`src/rtl/keypad_lock_ctrl.sv`:
```
// keypad_lock_ctrl: 4x4 matrix keypad scanner with debounce, key decode and code-lock checking.
// Latency: 2-cycle column synchroniser, DEBOUNCE_CYCLES on press and on release, 1-cycle check.
// Backpressure: none; key_valid is a 1-cycle strobe and the keypad is ignored while locked out.
// Ports: clk, reset (async, active-high), cols (active-low, async), prog_en (reprogram level),
//        rows (one bit low while scanning), key_valid/key_code (accepted key), digit_cnt,
//        crct_pwd/incrct_pwd/pwd_updated (result levels), locked (lockout active).
module keypad_lock_ctrl #(
    parameter int          PWD_LEN         = 4,
    parameter int          DEBOUNCE_CYCLES = 1000000,
    parameter int          MAX_TRIES       = 3,
    parameter int          LOCKOUT_CYCLES  = 48000000,
    parameter logic [31:0] DEFAULT_PWD     = 32'h0000_1234
) (
    input  logic       clk,
    input  logic       reset,
    input  logic [3:0] cols,
    input  logic       prog_en,
    output logic [3:0] rows,
    output logic       key_valid,
    output logic [3:0] key_code,
    output logic [3:0] digit_cnt,
    output logic       crct_pwd,
    output logic       incrct_pwd,
    output logic       pwd_updated,
    output logic       locked
);
    localparam int PW  = 4 * PWD_LEN;
    localparam int DBW = $clog2(DEBOUNCE_CYCLES) + 1;
    localparam int LKW = $clog2(LOCKOUT_CYCLES) + 1;
    localparam logic [DBW-1:0] DB_LAST = DBW'(DEBOUNCE_CYCLES - 1);
    localparam logic [LKW-1:0] LK_LAST = LKW'(LOCKOUT_CYCLES - 1);

    localparam logic [2:0] S_SCAN    = 3'd0;
    localparam logic [2:0] S_DEB_P   = 3'd1;
    localparam logic [2:0] S_ACCEPT  = 3'd2;
    localparam logic [2:0] S_HOLD    = 3'd3;
    localparam logic [2:0] S_DEB_R   = 3'd4;
    localparam logic [2:0] S_CHECK   = 3'd5;
    localparam logic [2:0] S_LOCKOUT = 3'd6;

    logic [2:0]     state, state_nxt;
    logic [3:0]     cols_s1, cols_s2, row_d1, row_d;
    logic           press, aligned;
    logic [1:0]     col_sel;
    logic [15:0]    row_tbl;
    logic [3:0]     dec_code, pend_code;
    logic [DBW-1:0] db_cnt;
    logic [LKW-1:0] lk_cnt;
    logic [PW-1:0]  entry, password;
    logic [3:0]     fail_cnt, fail_inc;
    logic           entry_full, match;

    // Row drive is delayed by the same two flops as the columns so row_d
    // always names the row that produced the columns in cols_s2.
    always_ff @(posedge clk or posedge reset) begin
        if (reset) begin
            cols_s1 <= 4'hF;
            cols_s2 <= 4'hF;
            row_d1  <= 4'b1110;
            row_d   <= 4'b1110;
        end else begin
            cols_s1 <= cols;
            cols_s2 <= cols_s1;
            row_d1  <= rows;
            row_d   <= row_d1;
        end
    end

    assign press      = (cols_s2 != 4'hF);
    // After freezing the rows, the pipeline still carries two samples taken
    // under other rows; debounce only judges samples taken under the frozen row.
    assign aligned    = (row_d == rows);
    assign entry_full = (digit_cnt == 4'(PWD_LEN));
    assign match      = (entry == password);
    assign fail_inc   = fail_cnt + 4'd1;

    // Each row's keys packed as nibbles, column 3 in the top nibble.
    always_comb begin
        if (!cols_s2[3])      col_sel = 2'd3;
        else if (!cols_s2[2]) col_sel = 2'd2;
        else if (!cols_s2[1]) col_sel = 2'd1;
        else                  col_sel = 2'd0;
        case (row_d)
            4'b0111: row_tbl = 16'h123A;
            4'b1011: row_tbl = 16'h456B;
            4'b1101: row_tbl = 16'h789C;
            4'b1110: row_tbl = 16'hE0FD;
            default: row_tbl = 16'h0000;
        endcase
        dec_code = row_tbl[{col_sel, 2'b00} +: 4];
    end

    always_comb begin
        state_nxt = state;
        case (state)
            S_SCAN:    if (press && row_d != 4'hF) state_nxt = S_DEB_P;
            S_DEB_P:   if (aligned) begin
                           if (!press)                 state_nxt = S_SCAN;
                           else if (db_cnt >= DB_LAST) state_nxt = S_ACCEPT;
                       end
            S_ACCEPT:  state_nxt = S_HOLD;
            S_HOLD:    if (!press) state_nxt = S_DEB_R;
            S_DEB_R:   if (!press && db_cnt >= DB_LAST)
                           state_nxt = entry_full ? S_CHECK : S_SCAN;
            S_CHECK:   state_nxt = (!prog_en && !match && fail_inc == 4'(MAX_TRIES))
                                   ? S_LOCKOUT : S_SCAN;
            S_LOCKOUT: if (lk_cnt >= LK_LAST) state_nxt = S_SCAN;
            default:   state_nxt = S_SCAN;
        endcase
    end

    // Saturating counters, cleared on every state change. A press during
    // release debounce restarts the release count.
    always_ff @(posedge clk or posedge reset) begin
        if (reset) begin
            db_cnt <= '0;
            lk_cnt <= '0;
        end else if (state_nxt != state) begin
            db_cnt <= '0;
            lk_cnt <= '0;
        end else begin
            if ((state == S_DEB_P && aligned && press) || (state == S_DEB_R && !press)) begin
                if (!(&db_cnt)) db_cnt <= db_cnt + 1'b1;
            end else if (state == S_DEB_R) begin
                db_cnt <= '0;
            end
            if (state == S_LOCKOUT && !(&lk_cnt)) lk_cnt <= lk_cnt + 1'b1;
        end
    end

    always_ff @(posedge clk or posedge reset) begin
        if (reset) begin
            state       <= S_SCAN;
            rows        <= 4'b1110;
            key_valid   <= 1'b0;
            key_code    <= 4'h0;
            pend_code   <= 4'h0;
            digit_cnt   <= 4'd0;
            entry       <= '0;
            password    <= DEFAULT_PWD[PW-1:0];
            fail_cnt    <= 4'd0;
            crct_pwd    <= 1'b0;
            incrct_pwd  <= 1'b0;
            pwd_updated <= 1'b0;
            locked      <= 1'b0;
        end else begin
            state     <= state_nxt;
            // key_code is loaded on entry to ACCEPT so it is valid with the strobe.
            key_valid <= (state_nxt == S_ACCEPT);
            case (state)
                S_SCAN: begin
                    if (state_nxt == S_DEB_P) begin
                        rows      <= row_d;
                        pend_code <= dec_code;
                    end else begin
                        rows <= {rows[2:0], rows[3]};
                    end
                end
                S_DEB_P: if (state_nxt == S_ACCEPT) key_code <= pend_code;
                S_ACCEPT: begin
                    if (key_code <= 4'd9 && !entry_full) begin
                        entry       <= (entry << 4) | PW'(key_code);
                        digit_cnt   <= digit_cnt + 4'd1;
                        crct_pwd    <= 1'b0;
                        incrct_pwd  <= 1'b0;
                        pwd_updated <= 1'b0;
                    end else if (key_code == 4'hA) begin
                        entry       <= '0;
                        digit_cnt   <= 4'd0;
                        crct_pwd    <= 1'b0;
                        incrct_pwd  <= 1'b0;
                        pwd_updated <= 1'b0;
                    end
                end
                S_CHECK: begin
                    digit_cnt <= 4'd0;
                    entry     <= '0;
                    if (prog_en) begin
                        password    <= entry;
                        pwd_updated <= 1'b1;
                    end else if (match) begin
                        crct_pwd <= 1'b1;
                        fail_cnt <= 4'd0;
                    end else begin
                        incrct_pwd <= 1'b1;
                        if (fail_inc == 4'(MAX_TRIES)) begin
                            fail_cnt <= 4'd0;
                            locked   <= 1'b1;
                            rows     <= 4'hF;
                        end else begin
                            fail_cnt <= fail_inc;
                        end
                    end
                end
                S_LOCKOUT: begin
                    if (state_nxt == S_SCAN) begin
                        locked <= 1'b0;
                        rows   <= 4'b1110;
                    end
                end
                default: ;
            endcase
        end
    end
endmodule
```
`config.mk`:
```
export PLATFORM = sky130hd
export DESIGN_NAME = keypad_lock_ctrl
export DESIGN_NICKNAME = d
export VERILOG_FILES = /design/src/rtl/keypad_lock_ctrl.sv
export SDC_FILE = /design/constraint.sdc
export NUM_CORES = 1
export LEC_CHECK = 0
export CAP_MARGIN = 25
export CORE_ASPECT_RATIO = 0.7
export CORE_MARGIN = 5
export CORE_UTILIZATION = 40
export DETAILED_ROUTE_END_ITERATION = 10
export PLACE_DENSITY = 0.6
export SETUP_SLACK_MARGIN = 0.2
export SYNTH_ARGS = -nofsm -noshare
export SYNTH_HDL_FRONTEND = slang
export SYNTH_SLANG_ARGS = --single-unit
```
`constraint.sdc`:
```
create_clock -name clk -period 4.6 [get_ports clk]
set_clock_uncertainty 0.2 [all_clocks]
set_input_delay 0.92 -clock clk [delete_from_list [all_inputs] [get_ports clk]]
set_output_delay 0.92 -clock clk [all_outputs]
set_load 0.005 [all_outputs]
```
Word level (Yosys, flattened, before mapping)
Cells that the tools add are included.

Input port bits: 7. Output and inout port bits: 17. Register bits: 124. Logic and storage cells: 141.

Reduce and logical (&&, ||, !) cells: 35. Bitwise logic cells: 2. $lt $le $gt $ge: 3. Equality and inequality tests: 28. $add $sub $neg: 4. Muxes and demuxes: 49. Shifts and indexed selects: 1.

Operators by type and width (number): 21-bit two-way mux (4); 16-bit one-hot mux with 4 select lines (1); 27-bit two-way mux (2); 4-bit two-way mux (9); 16-bit two-way mux (2); 16-bit one-hot mux with 2 select lines (1); 27-bit by 1-bit adder with 27-bit output, second input constant (1); 27-bit by 26-bit greater-or-equal comparator with 1-bit output, second input constant (1); 3-bit two-way mux (9); 27-bit AND reduction (1); 21-bit by 1-bit adder with 21-bit output, second input constant (1); 21-bit by 20-bit greater-or-equal comparator with 1-bit output, second input constant (1); 3-bit one-hot mux with 7 select lines (1); 21-bit AND reduction (1); 16-bit == test (1); 4-bit == test, second input constant (4); 16-bit by 4-bit bitwise OR with 16-bit output (1); 16-bit by 5-bit indexed part select with 4-bit output (1); 1-bit two-way mux (12); 4-bit one-hot mux with 3 select lines (1); 2-bit AND reduction (6); 2-bit inequality test, second input constant (5); 5-bit AND reduction (2); 3-bit by 2-bit == test with 1-bit output, second input constant (3); 23 further kinds (51).

Depth between registers and ports, before layout
Word-level depth: 9. Gate-level depth with buffers: 11. Mapped depth without buffers: 9.

Worst setup path before layout
No wires, ideal clock.

Kind: reg2reg. Start: register row_d[3]. End: register db_cnt[7]. Setup slack: 2.059 ns. Stages on the path, launching flop included: 8. Arrival time: 2.264 ns. Library setup time: 0.077 ns. Buffers on the path: 1. Required time: 4.323 ns. Cells stage by stage: dfstp_2 > buf_2 > xor2_1 > nor4_2 > a21oi_1 > a311o_1 > or4_1 > a21oi_1.

Word-level cells in the longest chain between the ends: 7. Elaborated cells on any way between the ends: 15. Classes of those cells: eq/ne: 4; mux: 5; reduce/logical: 6.

RTL lines: start, declared (line 42) `logic [3:0] cols_s1, cols_s2, row_d1, row_d;`; start signal, assigned (line 65) `row_d <= row_d1;`; 4-bit inequality test (line 96) `S_SCAN: if (press && row_d != 4'hF) state_nxt = S_DEB_P;`; 1-bit logical AND (line 96); 3-bit two-way mux (line 96); 3-bit one-hot mux with 7 select lines (line 95) `case (state)`; 3-bit inequality test (line 118) `end else if (state_nxt != state) begin`; 3-bit inequality test (no source line) / 3-bit nonzero test (equally long branches); 2-bit AND reduction (no source line); end signal, assigned (line 123) `if (!(&db_cnt)) db_cnt <= db_cnt + 1'b1;`; end, declared (line 47) `logic [DBW-1:0] db_cnt;`.

Several ways; a longest one is shown, not always the timed one. A chain may end at the register's enable or synchronous reset.

Worst setup path after layout
Start: register row_d[2]. End: register db_cnt[7].

Same word-level chain as after synthesis.

==> metrics <==
outcome=complete, no violations; Syn-to-layout area delta=16.9%; final net count=668; first-pass GRT wire length=24500 µm; Post-DP HPWL=9350 µm; CP Cell Sequence=xor2_1, nor4_2, a21oi_2, a311o_1, or4_1, a21oi_1; final instance area=0.00734 mm²; part of the cycle the worst path needs=72.6%; Required @ worst endpoint=4720 ps; endpoints failing setup=0; CP Buf/Inv Count=0; Worst EP arrival=3460 ps; register area share after synthesis=49.9%; IO Pins=24; Critical path destination=db_cnt[7]; DRC=0; post-synthesis instance area=0.00627 mm²; min Tclk post-route=3340 ps; worst hold path type=reg2reg; maximum clock path buffer count=2; CTS tree=yes; number of synthesized flops with an enable pin=0; total track usage=16.2%; via density per instance=5.63; Worst-Margin Slew=942 ps; final antenna-violating net count=0; vias in the first global route=4857; max_cap viols=0; most common cell after layout, fill and taps aside=dfrtp_1; num rows=38; Synth Warn #=0; Cell Pwr Density=346 mW/mm²; H-tree levels=4; Hold Slack=153 ps; Vias=4883; post-route setup TNS=0 ps; CP max-delay cell=dfstp_2; largest net degree at the start of global routing=77; Worst Setup SP=row_d[2]; Worst path depth=6; biggest area consumer among synthesized cells=dfrtp_1; Port Buffers=23; fraction of layout cells with a size suffix above 1=14.2%; GP Congestion=0.815; critical path's largest stage delay=660 ps; Worst setup SP type=flip-flop; ranking of synthesized cells by area=dfrtp_1 41%, dfstp_2 9.2%, xor2_1 4.5%; worst r2r path cells=6; Die W=160 µm; critical path's top delay family=compound AO/OA/AOI/OAI gates; worst-skew pair later-pin latency=420 ps; worst r2r src=row_d[2]; average wire per standard cell=16.1 µm; n_diodes=0; Mapped Nets=646; Reg clk slew, reported paths=60 ps; crit path kind=reg2reg; Gates resized, CTS repair=0; first drt pass iteration count=6; Iter 0 DRT Violations=364; post-layout util=47.5%; grt ovf=0; ys flop type=dfrtp_1; Leak=3.27 nW; final slew viol count=0; FFs w/ async S/R, synth=100%; FMAX=299 MHz; reg2reg end=db_cnt[7]; synthesized flop and latch total=124; Hold Vio Cnt, Final=0; most frequent cells in the layout=102 x dfrtp_1, 70 x nor2_1, 48 x nand2_1; Post-CTS Setup Inserts=0; Crit. End Element=flip-flop; Post-Syn Area per Cell=9.91 µm²; Core Area=0.0155 mm²; Area after DPL=0.00670 mm²; Mapped Cells=633; CTS sink cnt=124; final WL=14000 µm; Starting Density=40.6%; initial antenna violation count=0; RSZ-0062 raised after global routing=false; Hold Path Stages=0; VDD IR max=0.000254 V; cts bufs inserted=17; Die H=115 µm; die area=0.0183 mm²; hold_buf cts=0; Distinct cells, synth=63; flop-to-flop setup slack=1260 ps; Clk Tree Root Cell=clkbuf_16; headroom to the max-slew limit=37.2%; crit-path max FO=21; Synth top area share=40.7%
routing by layer:
metal,GRT usage (%),wire length (µm)
met5,0,0
met3,3.48,752
met4,4.51,137
met1,23.7,6980
met2,24.4,6140
worst min-delay path by stage:
| stage | start | end | slack, ps |
|---|---|---|---|
| 3_3_place_gp | row_d1[0] | row_d[0] | 140 |
| 5_1_grt | row_d1[2] | row_d[2] | 160 |
| 6_report | row_d1[0] | row_d[0] | 150 |
| 4_1_cts | row_d1[2] | row_d[2] | 150 |
| 2_1_floorplan | row_d1[0] | row_d[0] | 130 |
| 3_5_place_dp | row_d1[0] | row_d[0] | 140 |
synth_stat cells (3+ instances only):
cell       instances
or4_1              7
nand2b_1           4
and3_1            14
a21oi_1           41
a211oi_1           3
or3_1              9
nor3b_1            3
nand3_1           37
mux2_2            20
xor2_1            32
a22o_1            18
and4_1             3
ha_1               6
buf_2              5
or3b_1             5
buf_6              3
nand2_1           48
nor4_1            10
and3b_1            3
or3b_2             3
nor3_1             9
clkbuf_1          15
nand4_1           10
a31oi_1            7
o31ai_1            4
a2111oi_0          3
xnor2_1           14
dfrtp_1          102
o21ai_0           34
inv_1             18
dfstp_2           22
nor2b_1            6
nor2_1            70
and2_1             5
state kept, by name (all words and copies together) (netlist names):
| register | flops |
|---|---|
| cols_s2 | 4 |
| pwd_updated | 1 |
| digit_cnt | 4 |
| key_valid | 1 |
| rows | 4 |
| password | 16 |
| db_cnt | 21 |
| key_code | 4 |
| incrct_pwd | 1 |
| entry | 16 |
| fail_cnt | 4 |
| locked | 1 |
| pend_code | 4 |
| state | 3 |
| lk_cnt | 27 |
| crct_pwd | 1 |
| row_d1 | 4 |
| cols_s1 | 4 |
| row_d | 4 |
logic make-up (layout without fill, tap and decap cells):
kind of cell	Yosys count	count (layout)	synth area share (%)
simple gates	257	257	21.2
compound gates	134	134	14.2
mux	22	22	3.91
flops	124	124	49.9
buf+inv	44	79	3.17
xor+xnor	46	46	6.42
fa+ha+maj	6	6	1.20
power by group:
group | switching, mW | internal, mW
registers | 0.00352 | 1.10
clock network | 0.506 | 0.887
logic | 0.0318 | 0.0139
metrics by stage:
| stage | total power, mW | instances | worst slack [ps] |
|---|---|---|---|
| final | 2.54 | 868 | 1260 |
| after detailed placement | 1.17 | 835 | 1270 |
| after global placement | 1.16 | 835 | 1420 |
| after CTS | 2.57 | 867 | 1290 |
| after global routing | 2.63 | 868 | 1000 |
| after floorplan | 1.15 | 633 | 217 |
layout make-up:
| class | instances | area (µm²) |
|---|---|---|
| Fill cell | 1402 | 8120 |
| Sequential cell | 124 | 3130 |
| Multi-Input combinational cell | 465 | 2970 |
| Clock buffer | 20 | 457 |
| Timing Repair Buffer | 29 | 300 |
| Tap cell | 200 | 250 |
| Clock inverter | 12 | 164 |
| Inverter | 18 | 70.1 |
Power figures use the tool's default switching activity.
